**src/rtl/wide_add_sequencer.sv**
```systemverilog
// rtl/wide_add_sequencer.sv - wide add/subtract sequenced one N-bit slice per cycle over an external shared adder
module wide_add_sequencer #(
    parameter int N     = 32,
    parameter int WORDS = 4
) (
    input  logic               clk,
    input  logic               rst_n,
    input  logic               in_valid,
    output logic               in_ready,
    input  logic [N*WORDS-1:0] in_a,
    input  logic [N*WORDS-1:0] in_b,
    input  logic               in_sub,
    output logic               out_valid,
    input  logic               out_ready,
    output logic [N*WORDS-1:0] out_sum,
    output logic               out_cout,
    output logic               out_of,
    output logic               busy,
    output logic [N-1:0]       add_a,
    output logic [N-1:0]       add_b,
    output logic               add_cin,
    input  logic [N-1:0]       add_s,
    input  logic               add_cout
);

    localparam int IW = (WORDS > 1) ? $clog2(WORDS) : 1;
    localparam logic [IW-1:0] IDX_LAST = IW'(WORDS - 1);
    localparam logic [IW-1:0] IDX_ONE  = IW'(1);

    typedef enum logic [1:0] {
        IDLE = 2'd0,
        RUN  = 2'd1,
        DONE = 2'd2
    } state_t;

    state_t                     r_state;
    state_t                     w_next;
    logic [WORDS-1:0][N-1:0]    r_a;
    logic [WORDS-1:0][N-1:0]    r_b;
    logic [WORDS-1:0][N-1:0]    r_sum;
    logic [IW-1:0]              r_idx;
    logic                       r_carry;
    logic                       r_cout;
    logic                       r_of;
    logic                       w_last;
    logic                       w_a_msb;
    logic                       w_b_msb;

    assign w_last  = (r_idx == IDX_LAST);
    assign w_a_msb = r_a[WORDS-1][N-1];
    // r_b already holds ~B for subtract, so this sign compare is the signed-overflow rule for both ops
    assign w_b_msb = r_b[WORDS-1][N-1];

    assign in_ready  = (r_state == IDLE);
    assign busy      = (r_state == RUN);
    assign out_valid = (r_state == DONE);
    assign out_sum   = r_sum;
    assign out_cout  = r_cout;
    assign out_of    = r_of;

    always_comb begin
        w_next  = r_state;
        add_a   = '0;
        add_b   = '0;
        add_cin = 1'b0;
        case (r_state)
            IDLE: begin
                if (in_valid) w_next = RUN;
            end
            RUN: begin
                add_a   = r_a[r_idx];
                add_b   = r_b[r_idx];
                add_cin = r_carry;
                if (w_last) w_next = DONE;
            end
            DONE: begin
                if (out_ready) w_next = IDLE;
            end
            default: w_next = IDLE;
        endcase
    end

    always_ff @(posedge clk or negedge rst_n) begin
        if (!rst_n) begin
            r_state <= IDLE;
            r_a     <= '0;
            r_b     <= '0;
            r_sum   <= '0;
            r_idx   <= '0;
            r_carry <= 1'b0;
            r_cout  <= 1'b0;
            r_of    <= 1'b0;
        end else begin
            r_state <= w_next;
            case (r_state)
                IDLE: begin
                    if (in_valid) begin
                        r_a     <= in_a;
                        r_b     <= in_sub ? ~in_b : in_b;
                        r_carry <= in_sub;
                        r_idx   <= '0;
                        r_sum   <= '0;
                    end
                end
                RUN: begin
                    r_sum[r_idx] <= add_s;
                    r_carry      <= add_cout;
                    r_idx        <= r_idx + IDX_ONE;
                    if (w_last) begin
                        r_cout <= add_cout;
                        r_of   <= (add_s[N-1] ^ w_a_msb) & ~(w_a_msb ^ w_b_msb);
                    end
                end
                default: ;
            endcase
        end
    end

endmodule

```
**config.mk**
```make
export PLATFORM = sky130hd
export DESIGN_NAME = wide_add_sequencer
export DESIGN_NICKNAME = d
export VERILOG_FILES = /design/src/rtl/wide_add_sequencer.sv
export SDC_FILE = /design/constraint.sdc
export NUM_CORES = 1
export LEC_CHECK = 0
export CAP_MARGIN = 5
export CORE_AREA = 5 5 215 217
export CTS_CLUSTER_DIAMETER = 40
export DETAILED_ROUTE_END_ITERATION = 12
export DIE_AREA = 0 0 220 222
export GPL_ROUTABILITY_DRIVEN = 0
export PLACE_DENSITY = 0.73
export SLEW_MARGIN = 20
export SYNTH_ARGS = -nofsm -noshare
export SYNTH_HDL_FRONTEND = slang
export SYNTH_SLANG_ARGS = --single-unit
```
**constraint.sdc**
```tcl
create_clock -name clk -period 2.29 [get_ports clk]
set_input_delay 0.458 -clock clk [delete_from_list [all_inputs] [get_ports clk]]
set_output_delay 0.458 -clock clk [all_outputs]
set_load 0.03 [all_outputs]
```
# Word level (Yosys, flattened, before mapping)

Index checks and enable logic that the tools add are counted.

Register bits: 391
Input port bits: 294
Logic and storage cells: 59
Output and inout bits: 198

Magnitude comparators: 2
Mux-type cells: 21
Equality and inequality tests: 6
Reductions and logical operators: 7
Bitwise logic cells: 5
$add $sub $neg: 1

Operators by type and width:

| operator                                             | number |
|---|---|
| two-way mux 128 bit                                  | 2 |
| case mux 128 bit (2 select lines)                    | 1 |
| two-way mux 32 bit                                   | 5 |
| binary-select mux 32 bit (select 2 bit)              | 2 |
| bitwise mux 128 bit                                  | 1 |
| NOT 128 bit                                          | 1 |
| demux 32 bit (select 2 bit)                          | 1 |
| two-way mux 2 bit                                    | 4 |
| case mux 2 bit (3 select lines)                      | 1 |
| AND reduction 2 bit                                  | 3 |
| == test 2 bit (second input constant)                | 2 |
| != test 2 x 1 -> 1 bit (second input constant)       | 2 |
| case mux 2 bit (2 select lines)                      | 1 |
| < comparator 2 x 3 -> 1 bit (second input constant)  | 1 |
| AND reduction 3 bit                                  | 1 |
| adder 2 x 1 -> 2 bit (second input constant)         | 1 |
| == test 2 x 1 -> 1 bit (second input constant)       | 1 |
| >= comparator 2 x 1 -> 1 bit (second input constant) | 1 |
| logical NOT 2 bit                                    | 1 |
| two-way mux 1 bit                                    | 2 |
| != test 2 bit (second input constant)                | 1 |
| case mux 1 bit (2 select lines)                      | 1 |
| nonzero test 2 bit                                   | 1 |
| bitwise XOR 1 bit                                    | 2 |
| other kinds (3)                                      | 3 |

# Logic depth before layout (Yosys ltp)

Gate-level depths: netlist of the first run.

Depth in word-level cells: 6
Mapped depth: 10
Gate-level depth less buffers: 5

# Least setup slack after synthesis of the first run

OpenSTA, ideal clock, no wires.

Kind: reg-to-output
Start: register r_idx[0]
End: output add_b[24]
Buffers on the path: 3
Setup slack: 0.129 ns
Data required time: 1.832 ns
Cell stages (with the launch flop): 6
Data arrival time: 1.703 ns
Cell sequence: dfrtp_1 clkbuf_1 buf_6 buf_2 mux4_2 and2_1

Word-level cells in the longest chain between the ends: 3

Ends and longest elaborated chain:

| element                                  | RTL line | source |
|---|---|---|
| from (decl)                              | 41       | `logic [IW-1:0] r_idx;` |
| from (signal assigned)                   | 108      | `r_idx <= r_idx + IDX_ONE;` |
| binary-select mux 32 bit (select 2 bit)  | 72       | `add_b = r_b[r_idx];` |
| two-way mux 32 bit (not written as such) | 72       |  |
| two-way mux 32 bit                       | 66       | `case (r_state)` |
| to (decl)                                | 20       | `output logic [N-1:0] add_b,` |

Every way passes these cells. The select of a mux whose other input is x is not followed.

# Worst setup path after layout of the first run

Start: register r_idx[0]
End: output add_b[14]

The elaborated chain is that of the path after synthesis.

==> results.cfg, run 1 <==
[clock_network]
ctsHtreeMaxLevel = 2
clk_latency_ns = 0.61
cts_buffers = 58
path_clk_slew_ns = 0.06
cts-root-buf = clkbuf_16
cts_tree = built
clk_path_buf_depth = 3
clkSinkCount = 391

[sta]
slew_viol_final = 0
setup_violations = 64
fin_ws_ns = -0.472
rsz0062_at_grt = true
max_slew_margin_pct = 61.0
period_share_pct = 121
holdWs_ns = 0.359
fmax_ghz = 0.362
finalCriticalPeriod_ns = 2.76
tns_ns = -24.69
tightest_slew_ns = 0.584
fin_skew_ns = 0.0275
final_hold_viol_count = 0

[setup_path]
cp-endpoint = add_b[14]
worst_ep_required_time_ns = 1.83
crit_path_max_incr_delay_ns = 0.50
path_max_fanout = 6
reg2reg_from = r_idx[0]
reg2reg_slack_ns = 0.08
reg2reg_to = out_sum[85]
worstRegToRegCells = 9
start_kind = flop
critPathKind = flop to output pin
path_cells = buf_12 > buf_12 > buf_8 > buf_6 > mux4_2 > and2_4 > buf_6
end_kind = output pin
cp_slowest_cell = dfrtp_4
timing.critical_path.from = r_idx[0]
cp.arrival_ns = 2.30

[placement]
dp_worst_setup_slack_ns = -0.199
numPortBuffers = 491
dp_hpwl_um = 39400
placed_cell_area_um2 = 23100

[yosys]
syn-cell-area_um2 = 17400
synth_edf_count = 0
synthCells = 1574
synth_top_area_share_pct = 56.2
yosysSeqAreaShare_pct = 56.2
synth.distinct_cells = 27
synth_top_cell_by_area = dfrtp_1
synth_seq_cells = 391
avgSynthCellArea_um2 = 11.1
async_flop_share_pct = 100
netlist_top_cells_area = dfrtp_1 (56%), nand2_1 (11%), mux4_2 (8.3%)
synth_flop_cell = dfrtp_1
synth_warnings = 0
syn_nets = 1872

[floorplanning]
rows = 77
die_w_um = 220
fp.dieH_um = 222
die_area_um2 = 48800
core_area_um2 = 43900
start_util_pct = 39.6
ios = 492

[grt]
grtUsageMet1_pct = 28.3
track_usage_pct = 22.3
grt_max_degree = 155
met3_usage_pct = 6.77
grt_overflow = 0
busiest_layer = met2
met2_usage_pct = 36.5
grt_pass1_vias = 14600
grt_pass1_wl_um = 85300
antenna_found_initial = 8

[route]
drc = 0
ant_nets = 0
routed_wl_um = 57000
drt_iter0_markers = 1211
avgViaCountPerCell = 5.13
num_vias = 14100
drtPass1Iterations = 5
wire_per_inst_um = 20.8

[run_status]
outcome = finished, violations left
violations = setup timing

[final_layout]
drive_above_1_share_pct = 18.8
seq_area_um2 = 9790
area_growth_pct = 49.6
multi_input_area_um2 = 7050
nFillCells = 3526
stdcell_area_um2 = 26000
nNetsFinal = 2397

[power]
p_leak_uw = 0.0118
ir_worst_vdd_uv = 845
powerDensity_nw_per_um2 = 1600

[hold_path]
hp-class = primary input to asynchronous set/reset pin

[flow_run]
maxCapViolCount = 0
## routing by layer
metal	share of wire, %	routed length (µm)
met5	0.084	48
met4	2.9	1660
met3	9.4	5370
met2	48	27500
met1	39	22400
## worst max-delay path: cells and delay by family, from the launching register on
kind,cells,cell delay [ns]
flip-flops,1,0.50
AND/OR/NAND/NOR,1,0.15
buffers and inverters,5,0.66
multiplexers,1,0.40
## placed cells by master (no fill, tap or decap), types with 7 or more instances in the layout
master,instances
and2_4,58
clkdlybuf4s50_1,421
dfrtp_1,389
buf_8,7
o21ai_0,30
inv_6,14
bufinv_16,10
a22o_1,128
buf_4,33
and2_1,7
clkbuf_16,62
buf_12,36
xnor2_1,128
nand2_1,514
mux4_2,64
buf_2,8
buf_6,77
o21ai_1,100
## synthesized netlist by cell type (7+ instances only)
cell	number
dfrtp_1	391
xnor2_1	128
and2_1	65
nand2_1	514
o21ai_1	100
clkbuf_1	52
nor2_1	7
a22o_1	128
mux4_2	64
buf_6	28
buf_2	37
o21ai_0	30
## cell type report
cell class	instances	area share [%]
repair buffers	587	24.2
diodes	5	0.0481
clock inverters	42	2.29
multi-input cells	1057	27.1
inverters	4	0.0769
flip-flops and latches	391	37.6
clock buffers	66	5.89
well taps	592	2.85
## sequential cells by signal (all words and copies together), names as in the netlist
| register | cells |
|---|---|
| r_b | 128 |
| out_sum | 128 |
| r_a | 128 |
| out_cout | 1 |
| r_idx | 2 |
| r_state | 2 |
| out_of | 1 |
| r_carry | 1 |
## worst min-delay path by stage
stage / to / cells past startpoint
3_3_place_gp: r_a[86] / 1
6_report: r_a[114] / 2
5_1_grt: r_a[114] / 2
4_1_cts: r_a[114] / 2
2_1_floorplan: out_cout / 0
3_5_place_dp: r_a[120] / 1
## kinds of logic (layout without fill, tap and decap cells)
family / after synthesis / after routing / share of synthesized area, %
simple gates: 597 / 597 / 14.1
flops: 391 / 391 / 56.2
compound gates: 263 / 263 / 10.4
xor+xnor: 128 / 128 / 6.44
buf+inv: 126 / 699 / 4.26
mux: 65 / 65 / 8.35
fa+ha+maj: 4 / 4 / 0.288
other cells: 0 / 5 / 0
## per-stage QoR
step	power, µW	utilization, %	instances
detailed placement	29900	52.6	2589
finish	41500	59.3	2744
global route	43700	59.3	2742
CTS	40200	58.1	2706
floorplan	22600	-	1574
global placement	29500	52.6	2589
## where the power goes
| group | switching (µW) | leakage [µW] | internal [µW] |
|---|---|---|---|
| Clock | 3530 | 0.00103 | 6060 |
| Sequential | 1950 | 0.00495 | 10000 |
| Combinational | 10400 | 0.00587 | 9550 |
| Total | 15900 | 0.0118 | 25700 |
## repair_timing
| action | in CTS | in global routing |
|---|---|---|
| setup endpoints to repair | 67 | 66 |
| gates cloned | 1 | 3 |
| buffers inserted | 7 | 31 |
| endpoints found under the hold margin | 30 | 0 |
| hold buffers | 1 | 0 |
| resized for setup | 227 | 282 |
| pin swaps | 10 | 5 |
Note: power is estimated with default switching activity, not from simulation.
==> run 2, diff against run 1 <==
CORE_AREA = 5 5 197 199   (was 5 5 215 217)
DIE_AREA = 0 0 202 204   (was 0 0 220 222)
PLACE_DENSITY = 0.85   (was 0.73)
==> results.cfg, run 2 (synthesis results as in run 1) <==
[run_status]
outcome = finished, violations left
violations = setup timing

[power]
ir_worst_vdd_uv = 977
p_leak_uw = 0.0116
powerDensity_nw_per_um2 = 1590

[clock_network]
cts-root-buf = clkbuf_16
cts_buffers = 52
clk_path_buf_depth = 3
clk_latency_ns = 0.59
path_clk_slew_ns = 0.06
clkSinkCount = 391
ctsHtreeMaxLevel = 2
cts_tree = built

[floorplanning]
fp.dieH_um = 204
die_w_um = 202
ios = 492
core_area_um2 = 37000
rows = 71
die_area_um2 = 41200
start_util_pct = 47.0

[hold_path]
hold_path_end = r_a[51]
min_path_cells = 3
hold_start = in_a[51]
hp-class = primary input to flop

[route]
wire_per_inst_um = 22.5
avgViaCountPerCell = 5.59
routed_wl_um = 58500
ant_nets = 0
drt_iter0_markers = 1047
num_vias = 14500
drtPass1Iterations = 5
drc = 0

[sta]
slew_viol_final = 0
finalCriticalPeriod_ns = 2.72
tightest_slew_ns = 0.567
final_hold_viol_count = 0
fin_skew_ns = 0.0241
max_slew_margin_pct = 62.2
rsz0062_at_grt = true
setup_violations = 64
fin_ws_ns = -0.427
holdWs_ns = 0.393
fmax_ghz = 0.368
period_share_pct = 119

[setup_path]
critPathTopFamily = multiplexers
worstRegToRegCells = 9
cp_num_buf_inv = 3
cp_common_cell = buf_12
path_cells = buf_12 > buf_12 > mux4_2 > and2_4 > buf_6
cp_slowest_cell = mux4_2
reg2reg_to = out_sum[0]
crit_path_max_incr_delay_ns = 0.53
reg2reg_slack_ns = 0.08
critPathKind = flop to output pin
worst_ep_required_time_ns = 1.83
start_kind = flop
cp.arrival_ns = 2.26
path_max_fanout = 11
path_depth = 5
end_kind = output pin
reg2reg_from = r_idx[0]

[grt]
antenna_found_initial = 11
grt_overflow = 0
grt_max_degree = 91
track_usage_pct = 27.8
grt_pass1_vias = 15800
grt_pass1_wl_um = 89800

[final_layout]
nNetsFinal = 2377
instances_no_fill = 2601
area_growth_pct = 45.4
final_cell_mix = nand2_1 (514), clkdlybuf4s50_1 (421), dfrtp_1 (389)
nFillCells = 2480
final_common_cell = nand2_1
drive_above_1_share_pct = 17.7

[placement]
dp_hpwl_um = 39600
dpl.cell_count = 2476
numPortBuffers = 491

[flow_run]
maxCapViolCount = 0
## run 2: cell count changes in the layout (fill, tap and decap cells not counted), sizes merged
cell and delta:
bufinv -8, clkinvlp +4, inv -12, clkdlybuf4s15 -1, clkinv +3, diode +1, buf -12
## run 2: worst max path at each step
stage,startpoint,endpoint,slack [ns]
CTS,r_idx[0],add_b[3],-0.50
finish,r_idx[0],add_a[15],-0.43
floorplan,r_idx[0],add_b[24],0.13
detailed placement,r_idx[0],add_b[15],-0.12
global route,r_idx[0],add_b[30],-0.48
global placement,r_idx[0],add_b[5],-0.11
## run 2: worst register-to-register path, cell delays in order, from the launching register on
cell and delay [ns]:
dfrtp_4 0.53, buf_12 0.15, buf_4 0.13, buf_8 0.11, buf_4 0.14, inv_1 0.08
ha_1 0.14, and3b_1 0.26, buf_4 0.34, a22o_1 0.25
## run 2: timing repair
| item | in CTS | in global routing |
|---|---|---|
| resized for setup | 319 | 38 |
| gates cloned | 3 | 1 |
| pin swaps | 26 | 8 |
| hold buffers | 1 | 0 |
| hold endpoints to repair | 45 | 0 |
| endpoints found under the setup margin | 66 | 65 |
| setup buffers | 15 | 4 |
## run 2: per-layer routing
| metal | global-route usage (%) | vias up | wire [µm] |
|---|---|---|---|
| li1 | - | 6304 | - |
| met1 | 32.2 | 7207 | 21100 |
| met3 | 8.47 | 195 | 5740 |
| met4 | 15.1 | 8 | 3020 |
| met5 | 0 | - | 53 |
| met2 | 46.8 | 835 | 28600 |
## run 2: where the power goes
group | switching, µW | internal (µW) | total, µW
Combinational | 10600 | 9330 | 19900
Sequential | 2050 | 10000 | 12100
Clock | 3270 | 4900 | 8170
Total | 15900 | 24300 | 40200
## run 2: final cells by class
class | count | area (µm²) | share of cell area, %
Multi-Input combinational cell | 1057 | 7050 | 27.8
Sequential cell | 391 | 9790 | 38.7
Antenna cell | 6 | 15.0 | 0.0593
Clock buffer | 67 | 1490 | 5.89
Inverter | 4 | 17.5 | 0.0692
Tap cell | 474 | 593 | 2.34
Timing Repair Buffer | 573 | 6060 | 23.9
Clock inverter | 29 | 298 | 1.18
## run 2: through the flow
| step | TNS [ns] | total power (µW) | cell area, µm² | util, % | setup slack (ns) |
|---|---|---|---|---|---|
| global placement | -3.04 | 29100 | 22900 | 61.7 | -0.111 |
| detailed placement | -3.46 | 29800 | 22900 | 61.7 | -0.125 |
| finish | -21.68 | 40200 | 25300 | 68.3 | -0.427 |
| global route | -26.08 | 42000 | 25300 | 68.3 | -0.484 |
| CTS | -25.11 | 40000 | 25200 | 68.1 | -0.502 |
| floorplan | 0 | 22600 | 17400 | - | 0.129 |
==> run 3, diff against run 2 <==
SKIP_LAST_GASP = 1   (was default)
==> results.cfg, run 3 (synthesis results as in run 1) <==
[run_status]
violations = setup timing
outcome = finished, violations left

[floorplanning]
rows = 71
fp.dieH_um = 204
start_util_pct = 47.0
ios = 492
core_area_um2 = 37000
die_area_um2 = 41200
die_w_um = 202

[final_layout]
multi_input_area_um2 = 7020
nNetsFinal = 2381
final_cell_mix = nand2_1 (514), clkdlybuf4s50_1 (421), dfrtp_1 (389)
nFillCells = 2494
seq_area_um2 = 9790
area_growth_pct = 45.4
drive_above_1_share_pct = 17.4
final_common_cell = nand2_1

[sta]
tightest_slew_ns = 0.558
max_slew_margin_pct = 62.8
rsz0062_at_grt = true
holdWs_ns = 0.394
fin_ws_ns = -0.459
tns_ns = -22.27
final_hold_viol_count = 0
period_share_pct = 120
finalCriticalPeriod_ns = 2.75
setup_violations = 64
slew_viol_final = 0
fin_skew_ns = 0.0229
fmax_ghz = 0.364

[setup_path]
cp-endpoint = add_a[5]
path_max_fanout = 7
start_kind = flop
end_kind = output pin
path_cells = buf_12 > buf_16 > buf_4 > mux4_2 > and2_4 > buf_6
timing.critical_path.from = r_idx[0]
cp_slowest_cell = dfrtp_4
reg2reg_from = r_idx[0]
worst_ep_required_time_ns = 1.83
worstRegToRegCells = 9
critPathKind = flop to output pin
reg2reg_slack_ns = 0.08
cp.arrival_ns = 2.29
crit_path_max_incr_delay_ns = 0.54
reg2reg_to = out_sum[0]

[route]
wire_per_inst_um = 22.6
drt_iter0_markers = 987
num_vias = 14600
drc = 0
routed_wl_um = 58900
drtPass1Iterations = 7
ant_nets = 0
avgViaCountPerCell = 5.60

[grt]
track_usage_pct = 27.6
grt_pass1_wl_um = 89100
antenna_found_initial = 12
grt_overflow = 0
grt_max_degree = 91
grt_pass1_vias = 15700

[clock_network]
ctsHtreeMaxLevel = 2
cts-root-buf = clkbuf_16
clkSinkCount = 391
path_clk_slew_ns = 0.06
clk_path_buf_depth = 3
clk_latency_ns = 0.59
cts_buffers = 52
cts_tree = built

[placement]
numPortBuffers = 491
dp_hpwl_um = 39600

[power]
ir_worst_vdd_uv = 1000
p_total_uw = 40100
p_leak_uw = 0.0116
powerDensity_nw_per_um2 = 1580

[hold_path]
hp-class = primary input to flop

[flow_run]
maxCapViolCount = 0
## run 3: cell types whose count changed in the layout (fill, tap and decap cells not counted), moves of 4 or more
cell,delta
and2_4,-10
and2_1,+10
buf_6,-13
buf_4,+10
buf_2,+4
## run 3: final cells by class
type                            count  share of cell area (%)
Clock inverter                     29                    1.18
Sequential cell                   391                    38.7
Clock buffer                       67                    5.89
Inverter                            4                  0.0692
Multi-Input combinational cell   1057                    27.8
Timing Repair Buffer              577                    24.0
Antenna cell                        6                  0.0594
Tap cell                          474                    2.34
## run 3: how the worst min path moves through the flow
| stage | start | endpoint | slack, ns | cells after the start |
|---|---|---|---|---|
| floorplan | rst_n | out_cout | 0.16 | 0 |
| global placement | rst_n | r_b[89] | 0.44 | 1 |
| detailed placement | rst_n | r_b[64] | 0.45 | 1 |
| CTS | in_a[51] | r_a[51] | 0.36 | 3 |
| global route | in_a[51] | r_a[51] | 0.38 | 3 |
| finish | in_a[51] | r_a[51] | 0.39 | 3 |
## run 3: power by group
part           internal (µW)  switching, µW
Clock                   4900           3280
Combinational           9220          10600
Sequential             10000           2060
## run 3: what timing repair did
| item | 4_1_cts | 5_1_grt |
|---|---|---|
| pin swaps | 13 | 29 |
| buffers inserted | 15 | 7 |
| gates resized for setup | 238 | 104 |
| gates cloned | 3 | 2 |
| endpoints found under the hold margin | 45 | 0 |
| setup endpoints to repair | 66 | 65 |
| hold buffers | 1 | 0 |
## run 3: worst max-delay path, delay by kind of cell (launching register included)
kind / cells / cell delay [ns]
mux: 1 / 0.45
buf+inv: 4 / 0.56
flops: 1 / 0.54
simple gates: 1 / 0.16
## run 3: per-layer routing
| layer | up-vias | GRT usage [%] | wire length (µm) |
|---|---|---|---|
| met2 | 835 | 46.5 | 28700 |
| met5 | - | 0 | 67 |
| li1 | 6314 | - | - |
| met1 | 7213 | 32.0 | 21200 |
| met4 | 10 | 14.2 | 3080 |
| met3 | 208 | 8.39 | 5800 |
## run 3: through the flow
stage / utilization, % / area [µm²] / setup WS, ns / instances
5_1_grt: 68.3 / 25300 / -0.534 / 2605
2_1_floorplan: - / 17400 / 0.129 / 1574
3_5_place_dp: 61.7 / 22900 / -0.125 / 2476
6_report: 68.3 / 25300 / -0.459 / 2605
3_3_place_gp: 61.7 / 22900 / -0.111 / 2476
4_1_cts: 67.4 / 25000 / -0.502 / 2591
